### config.mk
export PLATFORM = sky130hd
export DESIGN_NAME = sysbus_arbiter
export DESIGN_NICKNAME = d
export VERILOG_FILES = /design/src/rtl/sysbus_arbiter_pkg.sv /design/src/rtl/sysbus_inv_bcast.sv /design/src/rtl/sysbus_arbiter.sv
export SDC_FILE = /design/constraint.sdc
export NUM_CORES = 1
export LEC_CHECK = 0
export CORE_AREA = 2 2 240 242
export CTS_CLUSTER_SIZE = 10
export DETAILED_ROUTE_END_ITERATION = 8
export DIE_AREA = 0 0 242 244
export PLACE_DENSITY_LB_ADDON = 0.25
export SLEW_MARGIN = 15
export SYNTH_ARGS = -nofsm -noshare
export SYNTH_HDL_FRONTEND = slang
export SYNTH_HIERARCHICAL = 1
export SYNTH_SLANG_ARGS = --single-unit
### constraint.sdc
create_clock -name clk -period 2 [get_ports clk]
set_clock_uncertainty 0.15 [all_clocks]
set_input_delay 0.2 -clock clk [delete_from_list [all_inputs] [get_ports clk]]
set_output_delay 0.2 -clock clk [all_outputs]
set_load 0.03 [all_outputs]
### src/rtl/sysbus_arbiter_pkg.sv
// Shared types for the system bus arbiter.
// FSM state encoding, round-robin pointer and tie-break helper.
package sysbus_arbiter_pkg;

  typedef enum logic [1:0] {
    SB_IDLE,
    SB_GNT_I,
    SB_GNT_D
  } SbArbState;

  // Which L1 completed the most recent transaction.
  typedef enum logic {
    SB_RR_I = 1'b0,
    SB_RR_D = 1'b1
  } SbRrPtr;

  // Grant choice from IDLE; a tie goes to the L1 not served last.
  function automatic SbArbState sb_pick(
    input logic   i_req,
    input logic   d_req,
    input SbRrPtr last
  );
    SbArbState s;
    s = SB_IDLE;
    if (i_req && d_req) begin
      s = (last == SB_RR_D) ? SB_GNT_I : SB_GNT_D;
    end else if (i_req) begin
      s = SB_GNT_I;
    end else if (d_req) begin
      s = SB_GNT_D;
    end
    return s;
  endfunction

endpackage

### src/rtl/sysbus_inv_bcast.sv
// Invalidation broadcast to both L1 caches.
// Upstream ack waits until each L1 has taken the request exactly once.
module sysbus_inv_bcast #(
  parameter int ADDR_WIDTH = 32
) (
  input  logic                  clk,
  input  logic                  rst,
  input  logic                  m_inv_valid,
  input  logic [ADDR_WIDTH-1:0] m_inv_addr,
  output logic                  m_inv_ready,
  output logic                  i_inv_valid,
  output logic [ADDR_WIDTH-1:0] i_inv_addr,
  input  logic                  i_inv_ready,
  output logic                  d_inv_valid,
  output logic [ADDR_WIDTH-1:0] d_inv_addr,
  input  logic                  d_inv_ready
);

  logic ack_i_q, ack_i_d;
  logic ack_d_q, ack_d_d;

  // Fan out the request; an L1 that already accepted sees valid low.
  always_comb begin
    i_inv_addr  = m_inv_addr;
    d_inv_addr  = m_inv_addr;
    i_inv_valid = m_inv_valid && !ack_i_q;
    d_inv_valid = m_inv_valid && !ack_d_q;
    m_inv_ready = m_inv_valid
                && (ack_i_q || i_inv_ready)
                && (ack_d_q || d_inv_ready);
  end

  // Sticky per-L1 acks, dropped once upstream handshake completes.
  always_comb begin
    ack_i_d = ack_i_q || (i_inv_valid && i_inv_ready);
    ack_d_d = ack_d_q || (d_inv_valid && d_inv_ready);
    if (m_inv_ready) begin
      ack_i_d = 1'b0;
      ack_d_d = 1'b0;
    end
  end

  // Ack flag registers.
  always_ff @(posedge clk) begin
    if (rst) begin
      ack_i_q <= 1'b0;
      ack_d_q <= 1'b0;
    end else begin
      ack_i_q <= ack_i_d;
      ack_d_q <= ack_d_d;
    end
  end

endmodule

### src/rtl/sysbus_arbiter.sv
// Two-master arbiter: L1i and L1d onto the system cache port.
// Round-robin grant held for a whole ReadWrite transaction.
module sysbus_arbiter
  import sysbus_arbiter_pkg::*;
#(
  parameter int ADDR_WIDTH = 32,
  parameter int DATA_WIDTH = 64,
  parameter int MASK_WIDTH = DATA_WIDTH / 8
) (
  input  logic                  clk,
  input  logic                  rst,
  // L1i ReadWrite
  input  logic                  i_rw_valid,
  input  logic [ADDR_WIDTH-1:0] i_rw_addr,
  input  logic                  i_rw_we,
  input  logic                  i_w_ce,
  input  logic [MASK_WIDTH-1:0] i_w_mask,
  input  logic [DATA_WIDTH-1:0] i_w_data,
  output logic                  i_rw_ready,
  output logic [DATA_WIDTH-1:0] i_r_data,
  // L1d ReadWrite
  input  logic                  d_rw_valid,
  input  logic [ADDR_WIDTH-1:0] d_rw_addr,
  input  logic                  d_rw_we,
  input  logic                  d_w_ce,
  input  logic [MASK_WIDTH-1:0] d_w_mask,
  input  logic [DATA_WIDTH-1:0] d_w_data,
  output logic                  d_rw_ready,
  output logic [DATA_WIDTH-1:0] d_r_data,
  // System cache ReadWrite
  output logic                  m_rw_valid,
  output logic [ADDR_WIDTH-1:0] m_rw_addr,
  output logic                  m_rw_we,
  output logic                  m_w_ce,
  output logic [MASK_WIDTH-1:0] m_w_mask,
  output logic [DATA_WIDTH-1:0] m_w_data,
  input  logic                  m_rw_ready,
  input  logic [DATA_WIDTH-1:0] m_r_data,
  // Invalidation
  input  logic                  m_inv_valid,
  input  logic [ADDR_WIDTH-1:0] m_inv_addr,
  output logic                  m_inv_ready,
  output logic                  i_inv_valid,
  output logic [ADDR_WIDTH-1:0] i_inv_addr,
  input  logic                  i_inv_ready,
  output logic                  d_inv_valid,
  output logic [ADDR_WIDTH-1:0] d_inv_addr,
  input  logic                  d_inv_ready
);

  SbArbState state_q, state_d;
  SbRrPtr    rr_q, rr_d;

  // Read data is shared; each L1 qualifies it with its own ready.
  always_comb begin
    i_r_data = m_r_data;
    d_r_data = m_r_data;
  end

  // Grant FSM next state, payload mux and ready steering.
  always_comb begin
    state_d    = state_q;
    rr_d       = rr_q;
    m_rw_valid = 1'b0;
    m_rw_addr  = '0;
    m_rw_we    = 1'b0;
    m_w_ce     = 1'b0;
    m_w_mask   = '0;
    m_w_data   = '0;
    i_rw_ready = 1'b0;
    d_rw_ready = 1'b0;
    case (state_q)
      SB_IDLE: begin
        state_d = sb_pick(i_rw_valid, d_rw_valid, rr_q);
      end
      SB_GNT_I: begin
        m_rw_valid = i_rw_valid;
        m_rw_addr  = i_rw_addr;
        m_rw_we    = i_rw_we;
        m_w_ce     = i_w_ce;
        m_w_mask   = i_w_mask;
        m_w_data   = i_w_data;
        i_rw_ready = m_rw_ready;
        if (m_rw_valid && m_rw_ready) begin
          state_d = SB_IDLE;
          rr_d    = SB_RR_I;
        end
      end
      SB_GNT_D: begin
        m_rw_valid = d_rw_valid;
        m_rw_addr  = d_rw_addr;
        m_rw_we    = d_rw_we;
        m_w_ce     = d_w_ce;
        m_w_mask   = d_w_mask;
        m_w_data   = d_w_data;
        d_rw_ready = m_rw_ready;
        if (m_rw_valid && m_rw_ready) begin
          state_d = SB_IDLE;
          rr_d    = SB_RR_D;
        end
      end
      default: begin
        state_d = SB_IDLE;
      end
    endcase
  end

  // State and round-robin registers; D as last-served lets L1i win first.
  always_ff @(posedge clk) begin
    if (rst) begin
      state_q <= SB_IDLE;
      rr_q    <= SB_RR_D;
    end else begin
      state_q <= state_d;
      rr_q    <= rr_d;
    end
  end

  sysbus_inv_bcast #(
    .ADDR_WIDTH (ADDR_WIDTH)
  ) u_inv (
    .clk         (clk),
    .rst         (rst),
    .m_inv_valid (m_inv_valid),
    .m_inv_addr  (m_inv_addr),
    .m_inv_ready (m_inv_ready),
    .i_inv_valid (i_inv_valid),
    .i_inv_addr  (i_inv_addr),
    .i_inv_ready (i_inv_ready),
    .d_inv_valid (d_inv_valid),
    .d_inv_addr  (d_inv_addr),
    .d_inv_ready (d_inv_ready)
  );

endmodule

# Word-level counts from Yosys, hierarchy flattened
# Cells that the tools add are included.
op_classes:
  reduce_logical: 20
  mux: 18
  eq_ne: 4
op_table:
  columns: ["operator", "n"]
  rows:
  - ["$pmux W64 S2", 1]
  - ["$pmux W32 S2", 1]
  - ["$pmux W8 S2", 1]
  - ["$mux W2", 6]
  - ["$logic_and A1 B1 Y1", 9]
  - ["$pmux W1 S2", 4]
  - ["$pmux W2 S3", 1]
  - ["$logic_or A1 B1 Y1", 4]
  - ["$mux W1", 4]
  - ["$ne A2 B2 Y1 const B", 2]
  - ["$reduce_and A3 Y1", 1]
  - ["$eq A2 B1 Y1 const B", 1]
  - ["$eq A2 B2 Y1 const B", 1]
  - ["$logic_not A1 Y1", 2]
  - ["$logic_not A2 Y1", 1]
  - ["$reduce_and A2 Y1", 1]
  - ["$reduce_bool A2 Y1", 1]
  - ["$reduce_or A2 Y1", 1]
word_totals:
  word_cells: 46
  ff_bits: 5
  out_inout_bits: 304
  inputBits: 316

# Logic depth before layout (Yosys ltp)
# Gate-level depths: netlist (run 1).
logic_depth:
  ltp_word: 4
  depth_mapped: 7

# Cells and area by module
# Netlist (run 1), hierarchy kept.
by_module_without_submodules:
  columns: ["module", "seq_area_each_um2", "area_per_inst_um2", "instances", "cells_per_inst"]
  rows:
  - ["sysbus_arbiter", 60.1, 2800.2, 1, 404]
  - ["sysbus_inv_bcast", 40.0, 585.6, 1, 75]

# Least setup slack after synthesis (run 1)
# OpenSTA, ideal clock, no wires.
synth_timing:
  kind: "register to output"
  start: "register state_q[1]"
  end: "output port m_rw_addr[0]"
  arrival_ns: 1.694
  stages_incl_launch_ff: 6
  path_buffers: 2
  setup_slack_ns: -0.044
  path_cell_list: "dfxtp_1 -> inv_1 -> ha_1 -> clkbuf_1 -> clkbuf_1 -> nor2b_1"
synth_between:
  elab_chain_len: 2
  elab_cells_between_ends: 3
synth_rtl:
  columns: ["item", "line_no", "text"]
  rows:
  - ["from (decl)", "sysbus_arbiter.sv:51", "SbArbState state_q, state_d;"]
  - ["from (signal assigned)", "sysbus_arbiter.sv:114", "state_q <= state_d;"]
  - ["$eq A2 B2 Y1 / $eq A2 B1 Y1 (equally long branches)", "sysbus_arbiter.sv:72", "case (state_q)"]
  - ["$pmux W32 S2 *", "sysbus_arbiter.sv:72", null]
  - ["to (decl)", "sysbus_arbiter.sv:32", "output logic [ADDR_WIDTH-1:0] m_rw_addr,"]
# Every way passes the cells marked *; elsewhere a longest branch is shown, timed or not.

# Final worst setup path (run 1)
layout_timing:
  start: "register state_q[0]"
  end: "output port m_w_ce"
layout_between:
  elab_chain_len: 2
  elab_cells_between_ends: 3
layout_rtl:
  columns: ["item", "line_no", "text"]
  rows:
  - ["$eq A2 B2 Y1 / $eq A2 B1 Y1 (equally long branches)", "sysbus_arbiter.sv:72", null]
  - ["$pmux W1 S2 *", "sysbus_arbiter.sv:72", null]
  - ["to (decl)", "sysbus_arbiter.sv:34", "output logic m_w_ce,"]
# Marked as above.

==> impl_metrics.yaml, run 1 <==
clock_network:
  cts_made_buffers: 3
  path_clk_slew_ns: 0.03
  cts_root_buffer: "clkbuf_16"
  cts_tree: "built"
  worstSkewPairLatency_ns: 0.22
  cts_htree_levels: 1
  cts-hold-fix-buffers: 0
  clk_path_buf_depth: 2
  clock-sinks: 5
critical_path:
  reg2reg_depth: 5
  slowest_delay_ns: 0.33
  setup.worst_path.start_class: "flip-flop"
  cp_data_arrival_time_ns: 1.67
  critPathMaxFanout: 7
  cp-end-kind: "primary output"
  r2r_end: "state_q[0]"
  r2r-start: "state_q[0]"
  crit_type: "flip-flop to primary output"
  ff2ff_setup_slack_ns: 0.31
  worstPathCellList: "buf_6, ha_4, buf_8, clkbuf_16, a22oi_2, nor2b_2, buf_12"
  cp.required_ns: 1.65
  critPathSlowestCell: "dfxtp_2"
worst_hold_path:
  hold_end: "d_r_data[5]"
  hold_depth: 0
  hold_class: "input pin to primary output"
  min_from: "m_r_data[5]"
synthesis:
  yosysSeqAreaShare: 0.0296
  yosys_register_bits: 5
  synth_top_area_share: 0.426
  synthArstFlopShare: 0
  syn_inst: 479
  postSynthAreaPerCell_sq_um: 7.07
  synth_fp_nets: 799
  synth.largest_area_cell: "buf_4"
  synth-edff-count: 0
  yosys-top-cells-area: "buf_4 43%, a22oi_1 24%, nor2b_1 20%"
  yosys.cell_types.count: 22
  syn_area_sq_um: 3390
  yosys_warnings: 6
  dominantRegCellSynth: "dfxtp_1"
sta:
  setup_ws_ns: -0.0239
  post-route-period-util: 1.01
  relSlewSlack: 0.767
  rsz0062_at_grt: "yes"
  tightest_slew_ns: 0.349
  drv_slew: 0
  period_minus_slack_ns: 2.02
  hold_viol: 0
  finalSetupViolations: 1
  max_freq_mhz: 494
floorplanning:
  die_height_um: 244
  rows: 87
  start_util: 0.0603
  pin_count: 620
  fp.dieW_um: 242
  fp.coreArea_sq_um: 56200
  dieArea_sq_um: 59000
layout:
  fill_cells: 6465
  num_antenna_cells: 0
  nNetsFinal: 946
  drive_above_1_share: 0.390
  design_area_sq_um: 7100
  area_growth_syn_to_layout_pct: 110
global_routing:
  antenna_found_initial: 0
  grt_pass1_wl_um: 24300
  grt_use_total: 0.0532
  grt_pass1_vias: 4078
  grt_max_degree: 55
  grt_overflow_total: 0
routing:
  finalWirelength_um: 20300
  ant_nets: 0
  first_pass_iters: 4
  dr.first_iter.drc_count: 106
  via_per_inst: 2.84
  drc_errors: 0
  num_vias: 3920
  wl_per_cell_um: 14.7
placed_design:
  dp.final_hpwl_um: 14600
  dpl-instance-area_sq_um: 6410
  dp_slack_ns: -0.0116
  port_buffers: 331
  gp_congestion: 0.779
outcome:
  outcome: "finished, violations left"
  violations: "negative setup slack"
power_and_ir_drop:
  p_leak_nw: 2.26
  powerDensity_nw_per_um2: 371
  vdd_drop_max_uv: 166
job:
  maxCapViolations: 0
==> registers in the layout, indices dropped and copies added, names as in the netlist <==
name           cells
state_q            2
rr_q               1
u_inv/ack_d_q      1
u_inv/ack_i_q      1
==> cell families (layout without fill, tap and decap cells) <==
kind of cell               after synthesis  after routing  share of synthesized area
buffers and inverters                  229            375                      0.470
and+or+nand+nor                        121            121                      0.222
AOI/OAI and AO/OA                      119            119                      0.261
DFF                                      5              5                     0.0296
adders and majority gates                4              4                     0.0148
muxes                                    1              1                    0.00296
==> per-layer routing <==
metal,global-route usage,share of wire,vias to the layer above
li1,-,-,1739
met1,0.0441,0.30,1735
met2,0.0992,0.52,353
met3,0.0210,0.11,93
met4,0.0447,0.080,0
met5,0,0,-
==> worst max-delay path, delay by kind of cell, from the launching register on <==
kind            cells  cell delay, ns
compound gates      1            0.25
fa+ha+maj           1            0.18
buf+inv             4            0.59
flops               1            0.33
simple gates        1            0.10
==> final cells by class <==
class                   instances  area (sq um)  area share
repair buffers                369          3910       0.551
multi-input cells             245          2040       0.288
flip-flops and latches          5           105      0.0148
inverters                       2          12.5     0.00176
clock buffers                   4          78.8      0.0111
well taps                     756           946       0.133
==> placed cells by master (no fill, tap or decap) <==
| master | n |
|---|---|
| a2111o_1 | 1 |
| a21boi_1 | 2 |
| a21oi_1 | 4 |
| a22oi_1 | 69 |
| a22oi_2 | 38 |
| and2_1 | 1 |
| and2_2 | 1 |
| buf_12 | 29 |
| buf_16 | 2 |
| buf_4 | 93 |
| buf_6 | 14 |
| buf_8 | 4 |
| clkbuf_1 | 1 |
| clkbuf_16 | 9 |
| clkdlybuf4s50_1 | 221 |
| dfxtp_1 | 3 |
| dfxtp_2 | 1 |
| dfxtp_4 | 1 |
| ha_1 | 1 |
| ha_4 | 3 |
| inv_4 | 2 |
| mux2i_1 | 1 |
| nand2_1 | 2 |
| nor2_1 | 3 |
| nor2b_1 | 65 |
| nor2b_2 | 44 |
| nor2b_4 | 1 |
| nor3_1 | 1 |
| nor3_2 | 2 |
| o21a_1 | 3 |
| o21ai_0 | 2 |
| or4_1 | 1 |
==> power breakdown <==
| part | total [mW] | switching [mW] | internal (mW) |
|---|---|---|---|
| Clock | 0.322 | 0.0588 | 0.264 |
| Sequential | 0.124 | 0.0116 | 0.112 |
| Combinational | 2.19 | 1.00 | 1.19 |
==> cells in the mapped netlist, drive strengths merged, types with 2 or more instances <==
master / count
buf: 204
nor2b: 110
a22oi: 107
clkbuf: 23
dfxtp: 5
a21oi: 4
ha: 4
nor2: 3
nor3: 3
o21a: 3
a21boi: 2
and2: 2
inv: 2
nand2: 2
o21ai: 2
==> what timing repair did <==
item                                    4_1_cts  5_1_grt
buffers inserted                              1       11
cloned                                        0        9
endpoints found under the setup margin      102       67
gates resized for setup                      29       54
pin swaps                                     1       19
==> per-stage QoR <==
stage | utilization | power [mW] | hold slack [ns] | instances | TNS [ns]
after global placement | 0.114 | 2.01 | 0.250 | 1356 | -0.0767
after global routing | 0.126 | 2.78 | 0.250 | 1381 | -1.08
after floorplan | - | 1.69 | 0.119 | 479 | 0
after detailed placement | 0.114 | 1.99 | 0.250 | 1356 | -0.0116
final | 0.126 | 2.64 | 0.250 | 1381 | -0.0239
after CTS | 0.117 | 2.37 | 0.250 | 1361 | 0
==> how the worst max path moves through the flow <==
stage | from | endpoint | slack, ns | cells after the start
finish | state_q[0] | m_w_ce | -0.02 | 7
global route | state_q[0] | m_w_data[16] | -0.05 | 7
CTS | state_q[1] | m_w_data[19] | 0.003 | 7
detailed placement | state_q[1] | m_w_ce | -0.01 | 6
global placement | state_q[1] | m_w_ce | -0.05 | 6
floorplan | state_q[0] | m_w_data[46] | 0.07 | 7
Note: power is estimated with default switching activity, not from simulation.
==> run 2: changes to the inputs <==
HOLD_SLACK_MARGIN = 0.15   (was not set)
==> results of run 2 <==
The final DEF is identical to that of run 1; final timing and power are the same.
